--- src/rtl/lms_weight_update_pkg.sv ---
// Shared definitions for the LMS weight updater and the FIR that consumes its weights:
// the update FSM state encoding and a wide saturating clamp.
package lms_weight_update_pkg;

   typedef enum logic [1:0] {
      IDLE   = 2'd0,
      UPDATE = 2'd1,
      DONE   = 2'd2
   } lms_state_t;

   // Width of the intermediate accumulator used before clamping; comfortably wider
   // than a full product plus a weight for any DATA_WIDTH up to 31.
   localparam int ACC_WIDTH = 64;

   // Clamp a wide signed value to the range of a signed 'width'-bit word.
   function automatic logic signed [ACC_WIDTH-1:0] saturate(
      input logic signed [ACC_WIDTH-1:0] value,
      input int unsigned                 width
   );
      logic signed [ACC_WIDTH-1:0] max_val;
      logic signed [ACC_WIDTH-1:0] min_val;
      max_val = (64'sd1 <<< (width - 1)) - 64'sd1;
      min_val = -max_val - 64'sd1;
      if (value > max_val) begin
         return max_val;
      end else if (value < min_val) begin
         return min_val;
      end else begin
         return value;
      end
   endfunction

endpackage

--- src/rtl/lms_tap_mac.sv ---
// One LMS tap step: w_new = sat(w + floor(err * x / 2^(DATA_WIDTH-1+MU_SHIFT))).
// Purely combinational; the caller time-multiplexes it across taps.
module lms_tap_mac
   import lms_weight_update_pkg::*;
#(
   parameter int DATA_WIDTH = 16,
   parameter int MU_SHIFT   = 4
) (
   input  logic signed [DATA_WIDTH-1:0] err_q,
   input  logic signed [DATA_WIDTH-1:0] sample,
   input  logic signed [DATA_WIDTH-1:0] weight,
   output logic signed [DATA_WIDTH-1:0] weight_new
);

   localparam int PW    = 2 * DATA_WIDTH;
   localparam int SHIFT = DATA_WIDTH - 1 + MU_SHIFT;

   logic signed [PW-1:0]        err_ext;
   logic signed [PW-1:0]        sample_ext;
   logic signed [PW-1:0]        product;
   logic signed [PW-1:0]        scaled;
   logic signed [ACC_WIDTH-1:0] sum;

   // Operands are sign-extended to the full product width so the multiply is exact.
   assign err_ext    = {{DATA_WIDTH{err_q[DATA_WIDTH-1]}}, err_q};
   assign sample_ext = {{DATA_WIDTH{sample[DATA_WIDTH-1]}}, sample};
   assign product    = err_ext * sample_ext;

   // Arithmetic shift gives floor rounding toward minus infinity.
   assign scaled = product >>> SHIFT;

   // Sum is formed wide so overflow is visible to the clamp rather than wrapping.
   assign sum = {{(ACC_WIDTH-PW){scaled[PW-1]}}, scaled}
              + {{(ACC_WIDTH-DATA_WIDTH){weight[DATA_WIDTH-1]}}, weight};

   assign weight_new = DATA_WIDTH'(saturate(sum, DATA_WIDTH));

endmodule

--- src/rtl/lms_weight_update.sv ---
// LMS coefficient updater: keeps a regressor delay line, and on each accepted error
// walks all taps through a single shared MAC into a working copy, then publishes the
// complete new coefficient set in one cycle so the FIR never sees a partial update.
module lms_weight_update
   import lms_weight_update_pkg::*;
#(
   parameter int N          = 10,
   parameter int DATA_WIDTH = 16,
   parameter int MU_SHIFT   = 4
) (
   input  logic                         clk,
   input  logic                         rst_n,
   input  logic                         en,
   input  logic signed [DATA_WIDTH-1:0] x_in,
   input  logic signed [DATA_WIDTH-1:0] err,
   input  logic                         err_valid,
   output logic signed [DATA_WIDTH-1:0] weights [N],
   output logic                         busy,
   output logic                         done
);

   localparam int CW = (N > 1) ? $clog2(N) : 1;

   lms_state_t                   state;
   lms_state_t                   state_next;
   logic [CW-1:0]                tap_cnt;
   logic                         last_tap;
   logic                         load;
   logic                         step;
   logic                         commit;

   logic signed [DATA_WIDTH-1:0] x_line [N];
   logic signed [DATA_WIDTH-1:0] r      [N];
   logic signed [DATA_WIDTH-1:0] wk     [N];
   logic signed [DATA_WIDTH-1:0] err_q;
   logic signed [DATA_WIDTH-1:0] r_sel;
   logic signed [DATA_WIDTH-1:0] wk_sel;
   logic signed [DATA_WIDTH-1:0] wk_new;

   assign last_tap = (tap_cnt == CW'(N - 1));

   // State register.
   always_ff @(posedge clk) begin
      if (!rst_n) begin
         state <= IDLE;
      end else begin
         state <= state_next;
      end
   end

   // Next-state logic: accept in IDLE, walk taps in UPDATE, publish in DONE.
   always_comb begin
      state_next = state;
      case (state)
         IDLE:    if (err_valid) state_next = UPDATE;
         UPDATE:  if (last_tap)  state_next = DONE;
         DONE:    state_next = IDLE;
         default: state_next = IDLE;
      endcase
   end

   // Control decode from the current state.
   always_comb begin
      busy   = 1'b0;
      load   = 1'b0;
      step   = 1'b0;
      commit = 1'b0;
      case (state)
         IDLE:    load   = err_valid;
         UPDATE:  begin busy = 1'b1; step = 1'b1; end
         DONE:    begin busy = 1'b1; commit = 1'b1; end
         default: ;
      endcase
   end

   // Select the operands of the tap currently being processed.
   always_comb begin
      r_sel  = '0;
      wk_sel = '0;
      for (int k = 0; k < N; k++) begin
         if (tap_cnt == CW'(k)) begin
            r_sel  = r[k];
            wk_sel = wk[k];
         end
      end
   end

   lms_tap_mac #(
      .DATA_WIDTH (DATA_WIDTH),
      .MU_SHIFT   (MU_SHIFT)
   ) u_mac (
      .err_q      (err_q),
      .sample     (r_sel),
      .weight     (wk_sel),
      .weight_new (wk_new)
   );

   // Regressor delay line shifts on every sample strobe regardless of update activity.
   always_ff @(posedge clk) begin
      if (!rst_n) begin
         for (int k = 0; k < N; k++) x_line[k] <= '0;
      end else if (en) begin
         x_line[0] <= x_in;
         for (int k = 1; k < N; k++) x_line[k] <= x_line[k-1];
      end
   end

   // Update datapath: snapshot on accept (pre-shift line), then one tap per cycle.
   always_ff @(posedge clk) begin
      if (!rst_n) begin
         for (int k = 0; k < N; k++) begin
            r[k]  <= '0;
            wk[k] <= '0;
         end
         err_q   <= '0;
         tap_cnt <= '0;
      end else if (load) begin
         for (int k = 0; k < N; k++) begin
            r[k]  <= x_line[k];
            wk[k] <= weights[k];
         end
         err_q   <= err;
         tap_cnt <= '0;
      end else if (step) begin
         for (int k = 0; k < N; k++) begin
            if (tap_cnt == CW'(k)) wk[k] <= wk_new;
         end
         tap_cnt <= tap_cnt + 1'b1;
      end
   end

   // Publish the whole working set at once and flag it with a one-cycle done.
   always_ff @(posedge clk) begin
      if (!rst_n) begin
         for (int k = 0; k < N; k++) weights[k] <= '0;
         done <= 1'b0;
      end else begin
         done <= commit;
         if (commit) begin
            for (int k = 0; k < N; k++) weights[k] <= wk[k];
         end
      end
   end

endmodule
--- config.mk ---
export PLATFORM = sky130hd
export DESIGN_NAME = lms_weight_update
export DESIGN_NICKNAME = d
export VERILOG_FILES = /design/src/rtl/lms_weight_update_pkg.sv /design/src/rtl/lms_tap_mac.sv /design/src/rtl/lms_weight_update.sv
export SDC_FILE = /design/constraint.sdc
export NUM_CORES = 2
export LEC_CHECK = 0
export CAP_MARGIN = 20
export CORE_MARGIN = 2
export CORE_UTILIZATION = 44
export CTS_CLUSTER_SIZE = 20
export DETAILED_ROUTE_END_ITERATION = 6
export PLACE_DENSITY = 0.68
export SLEW_MARGIN = 25
export SYNTH_ARGS = -nofsm -noshare
export SYNTH_HDL_FRONTEND = slang
export SYNTH_HIERARCHICAL = 1
export SYNTH_SLANG_ARGS = --single-unit
--- constraint.sdc ---
create_clock -name clk -period 23 [get_ports clk]
set_clock_uncertainty 0.2 [all_clocks]
set_input_delay 2.3 -clock clk [delete_from_list [all_inputs] [get_ports clk]]
set_output_delay 2.3 -clock clk [all_outputs]
set_load 0.01 [all_outputs]
==> flow_metrics.tcl <==
set metrics [dict create \
    run_status "finished clean" \
    grt_start_max_net_pins 233 \
    timing.critical_path.fanout_max 68 \
    report.final.hold_viol_count 0 \
    via_per_inst 5.66 \
    final_critical_period_ns 12.20 \
    share_of_synthesized_flip_flops_with_an_asynchronous_set_or_reset 0 \
    max_slew_violation_count 0 \
    dp_hpwl_um 69000 \
    multi_input_area_um2 18600 \
    clock_path_buffers 3 \
    worst-endpoint-arrival_ns 12.38 \
    first_iter_violations 2495 \
    timing.critical_path.from_type "flop" \
    top_level_ports 198 \
    max_cap_violations 0 \
    final_nets 3843 \
    cts_made_buffers 71 \
    slowest_stage "buf_4" \
    n_fill_cell 7847 \
    synth_cell_types 69 \
    unrepaired_setup_endpoints_after_global_routing "no" \
    numPortBuffers 197 \
    floorplan.die.width_um 302 \
    seq_area_um2 18100 \
    routed_wl_um 104000 \
    via_count 26373 \
    synth.largest_area_cell "edfxtp_1" \
    synth.yosys.seq_area_share 0.463 \
    area_delta_synth_final_pct 13.0 \
    globalRouteTotalUtil 0.227 \
    crit_required_ns 23.18 \
    fmax_mhz 82.0 \
    synthFlopType "edfxtp_1" \
    hold_path_startpoint "x_line[9][12]" \
    die_h_um 302 \
    syn-num-nets 3783 \
    drive_above_1_share 0.0618 \
    core_region_area_um2 88100 \
    initial_utilization 0.443 \
    cts_hold_buf 0 \
    antenna_found_initial 0 \
    dr.pass1.iters 7 \
    post_drt_wl_per_cell_um 22.4 \
    tritoncts "yes" \
    diodes 0 \
    worstHoldPathType "flop to flop" \
    slew-limit-headroom 0.227 \
    post_cts_buffers 0 \
    postSynthCellCount 3381 \
    ctsRootBufferMaster "clkbuf_16" \
    antenna_violating_nets_post_route 0 \
    top_cells_by_area_synth "edfxtp_1 37%, fa_1 13%, dfxtp_1 9.4%" \
    avgSynthCellArea_um2 11.5 \
    worst_pin_slew_ns 1.16 \
    grt.overflow.total 0 \
    critical_path_class "flop to flop" \
    grt_pass1_wl_um 159000 \
    crit_top_cell "fa_1" \
    critPathCaptureType "flop" \
    cp-startpoint "tap_cnt[0]" \
    vias_in_the_first_global_route 26032 \
    cts.sink_count 663 \
    timing.setup.tns_ns 0 \
    weighted_congestion_at_the_end_of_routability_driven_global_placement 0.893 \
    drc_errors 0 \
    area_of_the_mapped_netlist_um2 39000 \
    floorplan.rows 109 \
    dieArea_um2 91100 \
    yosys_register_bits 663 \
    reg2reg_from "tap_cnt[0]" \
    max_stage_delay_ns 0.70 \
    yosys_warnings 6 \
    final.period_utilization 0.530 \
    synth-edff-count 480 \
    post_cts_clock_slew_at_the_launch_and_capture_registers_of_the_worst_setup_and_hold_paths_ns 0.06 \
    setup-violations-final 0 \
    clock_latency_ns 0.64 \
    netlist.area_leader.share 0.369 \
    cts-resized-gates 0 \
    htree_num_levels 3 \
]
worst max-delay path, delay by kind of cell, from the launching register on:
| kind | cells | cell delay [ns] |
|---|---|---|
| adders and majority gates | 9 | 4.33 |
| buffers and inverters | 8 | 1.66 |
| and+or+nand+nor | 9 | 1.68 |
| DFF | 1 | 0.38 |
| AOI/OAI and AO/OA | 13 | 3.59 |
cell families after synthesis:
| group | count (synthesis) | synth area share |
|---|---|---|
| adders and majority gates | 369 | 0.168 |
| muxes | 163 | 0.0418 |
| AOI/OAI and AO/OA | 550 | 0.102 |
| buffers and inverters | 587 | 0.0626 |
| DFF | 663 | 0.463 |
| xor gates and xnor gates | 35 | 0.00785 |
| and+or+nand+nor | 1014 | 0.155 |
sequential cells by signal, summed over array words and instances (netlist names):
signal,count
x_line,160
weights,160
err_q,16
wk,160
state,2
r,160
tap_cnt,4
done,1
layer usage:
layer	vias to the layer above	wire (µm)	part of all wire	GRT usage
met5	-	0	0	0
met4	0	2960	0.028	0.0705
met3	175	8160	0.078	0.0448
met2	1015	47500	0.46	0.348
met1	13410	45700	0.44	0.326
li1	11773	-	-	-
Yosys cell counts, types with 56 or more instances:
cell and instances:
buf_2 56, mux2i_1 163, clkbuf_1 139, a22o_1 177, inv_1 330, nor2b_1 204
fa_1 262, nand2_1 133, o21ai_0 68, ha_1 104, and3_1 172, edfxtp_1 480
a21oi_1 152, dfxtp_1 183, and2_1 283
worst paths after layout:
| check | slack (ns) | cells after the start | endpoint |
|---|---|---|---|
| worst min-delay path | 0.31 | 1 | r[9][12] |
| worst min register to register | 0.31 | 1 | r[9][12] |
| worst max-delay path | 10.80 | 39 | wk[5][7] |
| worst max register to register | 10.80 | 39 | wk[5][7] |
placed cells by master (no fill, tap or decap), types with 100 or more instances in the layout:
master,n
a21oi_1,152
a22o_1,177
and2_1,283
and3_1,171
clkdlybuf4s50_1,195
dfxtp_1,182
edfxtp_1,480
fa_1,262
ha_1,100
inv_1,329
mux2i_1,163
nand2_1,133
nor2b_1,203
layout make-up:
cell class | count | area share
multi-input cells | 2131 | 0.422
flip-flops and latches | 663 | 0.410
repair buffers | 244 | 0.0534
clock buffers | 95 | 0.0439
well taps | 1165 | 0.0330
inverters | 330 | 0.0282
clock inverters | 32 | 0.00928
per-stage QoR:
step,std cells,hold WS (ns),cell area [µm²],worst slack [ns],utilization
after CTS,4660,0.318,44100,10.84,0.500
after detailed placement,4533,0.306,41700,10.86,0.474
after global routing,4660,0.340,44100,10.08,0.501
after global placement,4533,0.301,41700,11.19,0.474
final,4660,0.314,44100,10.80,0.501
after floorplan,3381,0.297,39000,13.17,-
Power is left out: the tool's default activity adds up to more than one toggle a clock period on the data nets, which glitch-free logic cannot reach.
